### src/rtl/sys2by2_pkg.sv
// Shared types and constants for the 2x2 systolic convolution datapath.
package sys2by2_pkg;

    typedef enum logic [1:0] {
        ST_IDLE    = 2'b00,
        ST_COLLECT = 2'b01,
        ST_FULL    = 2'b10
    } state_t;

    localparam logic [1:0] ADDR_C11 = 2'b00;
    localparam logic [1:0] ADDR_C12 = 2'b10;
    localparam logic [1:0] ADDR_C21 = 2'b01;
    localparam logic [1:0] ADDR_C22 = 2'b11;

    localparam int DEF_DATA_W = 16;
    localparam int DEF_ACC_W  = 20;
    localparam int DEF_PASSES = 2;

    // Entry index matches the read address encoding: bit1 = column, bit0 = row.
    function automatic logic [1:0] entry_idx(input logic col, input logic row);
        return {col, row};
    endfunction

endpackage

### src/rtl/psum_buffer_2by2_sat_acc.sv
// Signed saturating accumulator: sign-extends a partial sum and adds it to an entry.
module sat_acc #(
    parameter int DATA_W = 16,
    parameter int ACC_W  = 20
) (
    input  logic [DATA_W-1:0] din,
    input  logic [ACC_W-1:0]  acc,
    output logic [ACC_W-1:0]  sum,
    output logic              ovf
);

    logic [ACC_W:0] wide_s;

    // One guard bit catches overflow in either direction; clamp to the signed range.
    always_comb begin
        wide_s = {acc[ACC_W-1], acc} + {{(ACC_W + 1 - DATA_W){din[DATA_W-1]}}, din};
        ovf    = wide_s[ACC_W] ^ wide_s[ACC_W-1];
        if (ovf) begin
            sum = wide_s[ACC_W] ? {1'b1, {(ACC_W - 1){1'b0}}} : {1'b0, {(ACC_W - 1){1'b1}}};
        end else begin
            sum = wide_s[ACC_W-1:0];
        end
    end

endmodule

### src/rtl/psum_buffer_2by2.sv
// Result buffer for the 2x2 systolic array: accumulates per-column psum streams
// into C11/C12/C21/C22 over PASSES passes and serves registered reads.
module psum_buffer_2by2
    import sys2by2_pkg::*;
#(
    parameter int DATA_W = DEF_DATA_W,
    parameter int ACC_W  = DEF_ACC_W,
    parameter int PASSES = DEF_PASSES
) (
    input  logic              clk,
    input  logic              rst,
    input  logic              start,
    input  logic              sys_2by2_en,
    input  logic [1:0]        psum_valid,
    input  logic [DATA_W-1:0] psum_in_0,
    input  logic [DATA_W-1:0] psum_in_1,
    input  logic [1:0]        buffer_read_addr_in,
    output logic [ACC_W-1:0]  buffer_data_out,
    output logic              busy,
    output logic              done,
    output logic              overflow
);

    localparam int              CNT_W   = $clog2(2 * PASSES + 1);
    localparam logic [CNT_W-1:0] CNT_MAX = CNT_W'(2 * PASSES);

    state_t            state_r;
    state_t            state_nxt_s;
    logic [ACC_W-1:0]  entry_r [4];
    logic [CNT_W-1:0]  cnt_r [2];
    logic [CNT_W-1:0]  cnt_nxt_s [2];
    logic [DATA_W-1:0] psum_s [2];
    logic [ACC_W-1:0]  sum_s [2];
    logic [1:0]        sat_s;
    logic [1:0]        accept_s;
    logic [1:0]        drop_s;

    assign psum_s[0] = psum_in_0;
    assign psum_s[1] = psum_in_1;

    for (genvar j = 0; j < 2; j++) begin : g_col
        sat_acc #(
            .DATA_W (DATA_W),
            .ACC_W  (ACC_W)
        ) u_sat_acc (
            .din (psum_s[j]),
            .acc (entry_r[entry_idx(1'(j), cnt_r[j][0])]),
            .sum (sum_s[j]),
            .ovf (sat_s[j])
        );
    end

    // Beat qualification; beats in a start cycle are discarded outright.
    always_comb begin
        accept_s     = 2'b00;
        drop_s       = 2'b00;
        cnt_nxt_s[0] = cnt_r[0];
        cnt_nxt_s[1] = cnt_r[1];
        for (int j = 0; j < 2; j++) begin
            if (sys_2by2_en && psum_valid[j] && !start) begin
                if (state_r == ST_COLLECT && cnt_r[j] != CNT_MAX) begin
                    accept_s[j]  = 1'b1;
                    cnt_nxt_s[j] = cnt_r[j] + CNT_W'(1);
                end else if (state_r == ST_COLLECT || state_r == ST_FULL) begin
                    drop_s[j] = 1'b1;
                end else begin
                    drop_s[j] = 1'b0;
                end
            end else begin
                accept_s[j] = 1'b0;
            end
        end
    end

    // Next-state decode; FULL is reached using post-edge counter values.
    always_comb begin
        state_nxt_s = state_r;
        case (state_r)
            ST_IDLE: begin
                if (start) state_nxt_s = ST_COLLECT;
                else       state_nxt_s = ST_IDLE;
            end
            ST_COLLECT: begin
                if (start) state_nxt_s = ST_COLLECT;
                else if (cnt_nxt_s[0] == CNT_MAX && cnt_nxt_s[1] == CNT_MAX) state_nxt_s = ST_FULL;
                else       state_nxt_s = ST_COLLECT;
            end
            ST_FULL: begin
                if (start) state_nxt_s = ST_COLLECT;
                else       state_nxt_s = ST_FULL;
            end
            default: state_nxt_s = ST_IDLE;
        endcase
    end

    // State, entries, counters, sticky overflow and registered outputs.
    always_ff @(posedge clk) begin
        if (rst) begin
            state_r         <= ST_IDLE;
            entry_r         <= '{default: '0};
            cnt_r           <= '{default: '0};
            buffer_data_out <= '0;
            busy            <= 1'b0;
            done            <= 1'b0;
            overflow        <= 1'b0;
        end else begin
            state_r         <= state_nxt_s;
            buffer_data_out <= entry_r[buffer_read_addr_in];
            busy            <= (state_nxt_s == ST_COLLECT);
            done            <= (state_nxt_s == ST_FULL);
            if (start) begin
                entry_r  <= '{default: '0};
                cnt_r    <= '{default: '0};
                overflow <= 1'b0;
            end else begin
                for (int j = 0; j < 2; j++) begin
                    cnt_r[j] <= cnt_nxt_s[j];
                    if (accept_s[j]) begin
                        entry_r[entry_idx(1'(j), cnt_r[j][0])] <= sum_s[j];
                    end
                end
                overflow <= overflow | (|(accept_s & sat_s)) | (|drop_s);
            end
        end
    end

endmodule

### config.mk
export PLATFORM = sky130hd
export DESIGN_NAME = psum_buffer_2by2
export DESIGN_NICKNAME = d
export VERILOG_FILES = /design/src/rtl/sys2by2_pkg.sv /design/src/rtl/psum_buffer_2by2_sat_acc.sv /design/src/rtl/psum_buffer_2by2.sv
export SDC_FILE = /design/constraint.sdc
export NUM_CORES = 1
export LEC_CHECK = 0
export ABC_AREA = 1
export BUFFER_PORTS_ARGS = -buffer_cell sky130_fd_sc_hd__buf_2
export CAP_MARGIN = 20
export CORE_MARGIN = 3
export CORE_UTILIZATION = 65
export CTS_BUF_LIST = sky130_fd_sc_hd__clkbuf_4
export DETAILED_ROUTE_END_ITERATION = 10
export PLACE_DENSITY = 0.93
export SLEW_MARGIN = 20
export SYNTH_ARGS = -nofsm -noshare
export SYNTH_HDL_FRONTEND = slang
export SYNTH_SLANG_ARGS = --single-unit
### constraint.sdc
create_clock -name clk -period 6.7 [get_ports clk]
set_input_delay 1.34 -clock clk [delete_from_list [all_inputs] [get_ports clk]]
set_output_delay 1.34 -clock clk [all_outputs]
set_load 0.02 [all_outputs]
**Word-level counts from Yosys, hierarchy flattened**

Cells that the tools add are included.

- $add $sub $neg: 4
- Muxes and demuxes: 41
- Bitwise gates (word level): 8
- Shift-type cells: 0
- Divide/modulo/power cells: 0
- Eq/ne operators: 8
- Order comparisons: 5
- Reductions and logical operators: 15
- $mul: 0

Operators with widths:

| operator | count |
|---|---|
| 80-bit two-way mux | 4 |
| 20-bit two-way mux | 12 |
| 80-bit bitwise mux | 2 |
| 20-bit binary-select mux with 2-bit select | 3 |
| 20-bit demux with 2-bit select | 2 |
| 20-bit by 16-bit adder with 21-bit output | 2 |
| 3-bit two-way mux | 4 |
| 1-bit two-way mux | 10 |
| 3-bit >= comparator, second input constant | 3 |
| 1-bit logical AND | 9 |
| 3-bit by 1-bit adder with 3-bit output, second input constant | 2 |
| 3-bit equality test, second input constant | 2 |
| 3-bit by 1-bit less-than comparator with 1-bit output, second input constant | 2 |
| 2-bit two-way mux | 3 |
| 3-bit inequality test, second input constant | 2 |
| 2-bit NOT with 3-bit output | 2 |
| 2-bit case mux with 3 select lines | 1 |
| 2-bit OR reduction | 3 |
| 2-bit by 1-bit equality test with 1-bit output, second input constant | 2 |
| 2-bit equality test, second input constant | 2 |
| 1-bit NOT with 3-bit output | 1 |
| 2-bit AND | 1 |
| 2-bit logical NOT | 1 |
| 1-bit OR | 2 |
| other kinds (3) | 4 |

- Bits in latches: 0
- Memory bits (read-only): 0
- Flip-flop bits (word level): 111
- Bits in writable memories: 0
- Input bits: 40
- Output and inout bits: 23
- Memories: 0
- Logic and storage cells: 92

**Depth between registers and ports, before layout**

- Depth in word-level cells: 13
- Gate-level depth with buffers: 25
- Gate-level depth less buffers: 21

**Hierarchy**

A second synthesis with hierarchy kept.

- Cell total of the unflattened synthesis: 1243
- Area total of the unflattened synthesis: 7987.7 um^2

Modules (own cells, without submodules):

| module | times used | area each (um^2) | sequential area each (um^2) | cells each |
|---|---|---|---|---|
| psum_buffer_2by2 | 1 | 4924.7 | 2222.1 | 673 |
| sat_acc | 2 | 1531.5 | 0.0 | 285 |

**Worst setup path before layout**

OpenSTA, ideal clock, no wires.

- Path type: input port to flip-flop
- Start point: in psum_in_1[12]
- End point: reg entry_r[2] (netlist bit)
- Buffers on the path: 2
- Cell stages on the path: 17
- Setup time: 0.128 ns
- Arrival: 3.704 ns
- Slack: 2.867 ns
- Cell sequence: ha_1 -> a21oi_1 -> o21ai_0 -> nor2b_1 -> nor2_1 -> nand2_1 -> nand3_1 -> nand2_1 -> xor2_1 -> inv_1 -> ha_1 -> clkbuf_1 -> inv_1 -> clkbuf_1 -> o21ai_0 -> nand2_1 -> a21oi_1

- Cells in the longest elaborated chain, start to end: 5
- Elaborated cells on any way between the ends: 6
- Classes of those cells: add/sub (1); mux (4); bitwise (1)

RTL lines:

| what | line | text |
|---|---|---|
| from (decl) | psum_buffer_2by2.sv:16 | `input logic [DATA_W-1:0] psum_in_1,` |
| 20-bit by 16-bit adder with 21-bit output (*) | psum_buffer_2by2_sat_acc.sv:16 | `wide_s = {acc[ACC_W-1], acc} + {{(ACC_W + 1 - DATA_W){din[DATA_W-1]}}, din};` |
| 20-bit two-way mux or 1-bit bitwise XOR (tied branches) | psum_buffer_2by2_sat_acc.sv:19, psum_buffer_2by2_sat_acc.sv:17 |  |
| 20-bit two-way mux (*) | psum_buffer_2by2_sat_acc.sv:18 | `if (ovf) begin` |
| 80-bit bitwise mux (*) | psum_buffer_2by2.sv:119 | `entry_r[entry_idx(1'(j), cnt_r[j][0])] <= sum_s[j];` |
| 80-bit two-way mux (*) | psum_buffer_2by2.sv:118 | `if (accept_s[j]) begin` |
| to (signal, indexed assignment) | psum_buffer_2by2.sv:119 |  |
| to (decl) | psum_buffer_2by2.sv:29 | `logic [ACC_W-1:0] entry_r [4];` |

Every way passes the cells marked *; elsewhere a longest branch is shown, timed or not.
A chain may end at the register's enable or synchronous reset.

**Final worst setup path**

- Start point: reg cnt_r[0] (netlist bit)
- End point: reg entry_r[9] (netlist bit)

- Cells in the longest elaborated chain, start to end: 9
- Elaborated cells on any way between the ends: 19
- Classes of those cells: add/sub (1); order compare (2); eq/ne (1); mux (11); bitwise (2); reduce/logical (2)

RTL lines:

| what | line | text |
|---|---|---|
| from (decl) | psum_buffer_2by2.sv:30 | `logic [CNT_W-1:0] cnt_r [2];` |
| from (signal, indexed assignment) | psum_buffer_2by2.sv:117 | `cnt_r[j] <= cnt_nxt_s[j];` |
| 2-bit NOT with 3-bit output (not written as such) | psum_buffer_2by2.sv:47, psum_buffer_2by2.sv:119 |  |
| 20-bit binary-select mux with 2-bit select | psum_buffer_2by2.sv:47 | `.acc (entry_r[entry_idx(1'(j), cnt_r[j][0])]),` |
| 20-bit two-way mux (not written as such) (2 in series) | psum_buffer_2by2.sv:47 |  |
| 20-bit by 16-bit adder with 21-bit output | psum_buffer_2by2_sat_acc.sv:16 |  |
| 20-bit two-way mux or 1-bit bitwise XOR (tied branches) | psum_buffer_2by2_sat_acc.sv:19, psum_buffer_2by2_sat_acc.sv:17 |  |
| 20-bit two-way mux | psum_buffer_2by2_sat_acc.sv:18 |  |
| 80-bit bitwise mux | psum_buffer_2by2.sv:119 |  |
| 80-bit two-way mux (*) | psum_buffer_2by2.sv:118 |  |

Every way passes the cells marked *; elsewhere a longest branch is shown, timed or not. The select of a mux whose other input is x is not followed.

==> out/metrics.yaml <==
outcome:
  status: "finished, final reports clean"
clock_tree:
  cts_buffer_depth: 2
  cts_tree: "done"
  ctsRootBufferMaster: "clkbuf_4"
  holdBufCountCts: 0
  insertion_delay_ps: 490
  cts_sinks: 111
  cts_setup_buffers: 0
  numCtsBuffers: 9
  ctsResizeCount: 0
  cts.clk_slew.worst_paths_ps: 170
  h-tree-depth: 3
timing:
  fin_crit_sh_pct: 66.0
  rsz0062_at_grt: "no"
  worstMarginPinSlew_ps: 1000
  max_freq_mhz: 226
  hold_viol: 0
  slew_headroom_pct: 33.0
  drv_slew: 0
  fin_skew_ps: 18.5
  finalCriticalPeriod_ps: 4420
  finalSetupViolations: 0
  setup-tns-final_ps: 0
  fin_hold_ws_ps: 524
worst_hold_path:
  hold_path.class: "register to register"
floorplanning:
  std_cell_rows: 39
  io_pins: 63
  die_w_um: 115
  die_y_um: 115
  start_util_pct: 67.1
  die_area_um2: 13300
  core-area_um2: 11600
setup_path:
  start_kind: "register"
  cp_data_required_time_ps: 7060
  worstPathArrival_ps: 4780
  worst_setup_path_end_kind: "register"
  critical_path_class: "register to register"
  path_max_fanout: 38
drt:
  num_vias: 8048
  avgViaCountPerCell: 5.77
  firstDrtPassIters: 6
  wirelength_um: 20400
  drt_iter0_markers: 850
  wl_per_cell_um: 14.6
  antenna_left: 0
  drc: 0
power:
  p_per_area_nw_per_um2: 155
  power.leakage_uw: 0.00410
  ir_drop_mv: 0.154
global_routing:
  grt_overflow: 0
  grt_usage_pct: 31.3
  grt_pass1_vias: 7535
  grt_antenna_before_repair: 0
  grt_pass1_wl_um: 34000
  grt_max_degree: 81
finish:
  nNetsFinal: 1340
  fillers: 1017
  antennaDiodeCount: 0
  syn_to_final_growth_pct: 5.92
  drive_gt1_share_pct: 9.26
logic_synthesis:
  synth_top_area_share_pct: 28.6
  synth_edf_count: 0
  synth_seq_cells: 111
  ys_warn_count: 0
  synth-seq-area-share_pct: 28.6
  synthCells: 1224
  syn_area_um2: 7760
  synth.avg_cell_area_um2: 6.34
  syn_nets: 1316
  synth_most_common_cell: "nand2_1"
  synth-main-ff-cell: "dfxtp_1"
  ys_types: 38
  synthArstFlopShare_pct: 0
  yosysTopAreaCell: "dfxtp_1"
  synth_commonest_cells: "nand2_1, a21oi_1, inv_1"
  synth.area.top_cells: "dfxtp_1, nand2_1, a21oi_1"
placement:
  gp_congestion: 1.01
  numPortBuffers: 62
  hpwlAfterDp_um: 15000
job:
  cap_viol_max_count: 0
[per-stage QoR]
stage / setup WS, ps / std cells / util, % / power, µW / cell area [µm²]
2_1_floorplan: 2870 / 1224 / - / 844 / 7760
4_1_cts: 2330 / 1396 / 71.1 / 1270 / 8220
5_1_grt: 1930 / 1396 / 71.1 / 1330 / 8220
6_report: 2280 / 1396 / 71.1 / 1270 / 8220
3_5_place_dp: 2340 / 1380 / 69.7 / 901 / 8060
3_3_place_gp: 2440 / 1380 / 69.7 / 897 / 8060
[placed cells by master (no fill, tap or decap), types with 6 or more instances in the layout]
master,n
nand2_1,309
a21oi_1,175
inv_1,170
o21ai_0,121
dfxtp_1,111
nand3_1,72
buf_2,62
ha_1,50
nor2_1,43
o211ai_1,19
nand4_1,15
nand3_2,12
xor2_1,11
inv_2,9
clkbuf_4,9
o21ai_1,8
buf_4,7
o21bai_1,6
[per-layer routing]
layer	track usage (%)	wire length, µm	up-vias
met5	0	0	-
met4	12.8	648	0
met3	4.68	1520	58
met2	52.4	9570	331
met1	40.3	8640	3610
li1	-	-	4049
[cell type report]
type	instances	area [µm²]	area share, %
Clock buffer	9	67.6	0.822
Clock inverter	7	95.1	1.16
Inverter	181	679	8.27
Multi-Input combinational cell	876	4610	56.1
Sequential cell	111	2220	27.0
Tap cell	143	179	2.18
Timing Repair Buffer	69	363	4.42
[logic make-up after synthesis]
group | Yosys count | synth area share, %
buffers and inverters | 237 | 12.0
AO/OA/AOI/OAI | 334 | 22.5
adder cells (fa/ha/maj) | 52 | 8.58
AND/OR/NAND/NOR | 475 | 26.6
XOR/XNOR | 15 | 1.69
flip-flops | 111 | 28.6
[report_power, final]
part | internal (µW) | total (µW) | leakage, µW | switching [µW]
clock network | 153 | 379 | 0.0000883 | 226
registers | 670 | 675 | 0.000898 | 4.34
logic | 66.9 | 218 | 0.00311 | 151
total | 890 | 1270 | 0.00410 | 382
[final timing paths]
check,depth (start not counted),end,startpoint,slack [ps]
min reg2reg,2,cnt_r[2],cnt_r[2],520
max reg2reg,17,entry_r[9],cnt_r[0],2280
min,2,cnt_r[2],cnt_r[2],520
max,17,entry_r[9],cnt_r[0],2280
[worst max-delay path: stages (launching register included)]
cell      delay, ps
dfxtp_1         410
inv_1           760
o21ai_0         300
ha_1            450
a21o_1          200
nand2_1          60
nand2_1          70
nand3b_1        210
nand2_1         110
nand2_1          70
nand3_1          70
nand2_1          70
xor2_1          190
inv_1            90
ha_1            520
nand3_2         420
nand2_1         220
a21oi_1          90
[sequential cells by signal, summed over array words and instances (netlist names)]
name	cells
entry_r	80
buffer_data_out	20
cnt_r	6
state_r	2
busy	1
done	1
overflow	1
(Power assumes the default switching activity.)
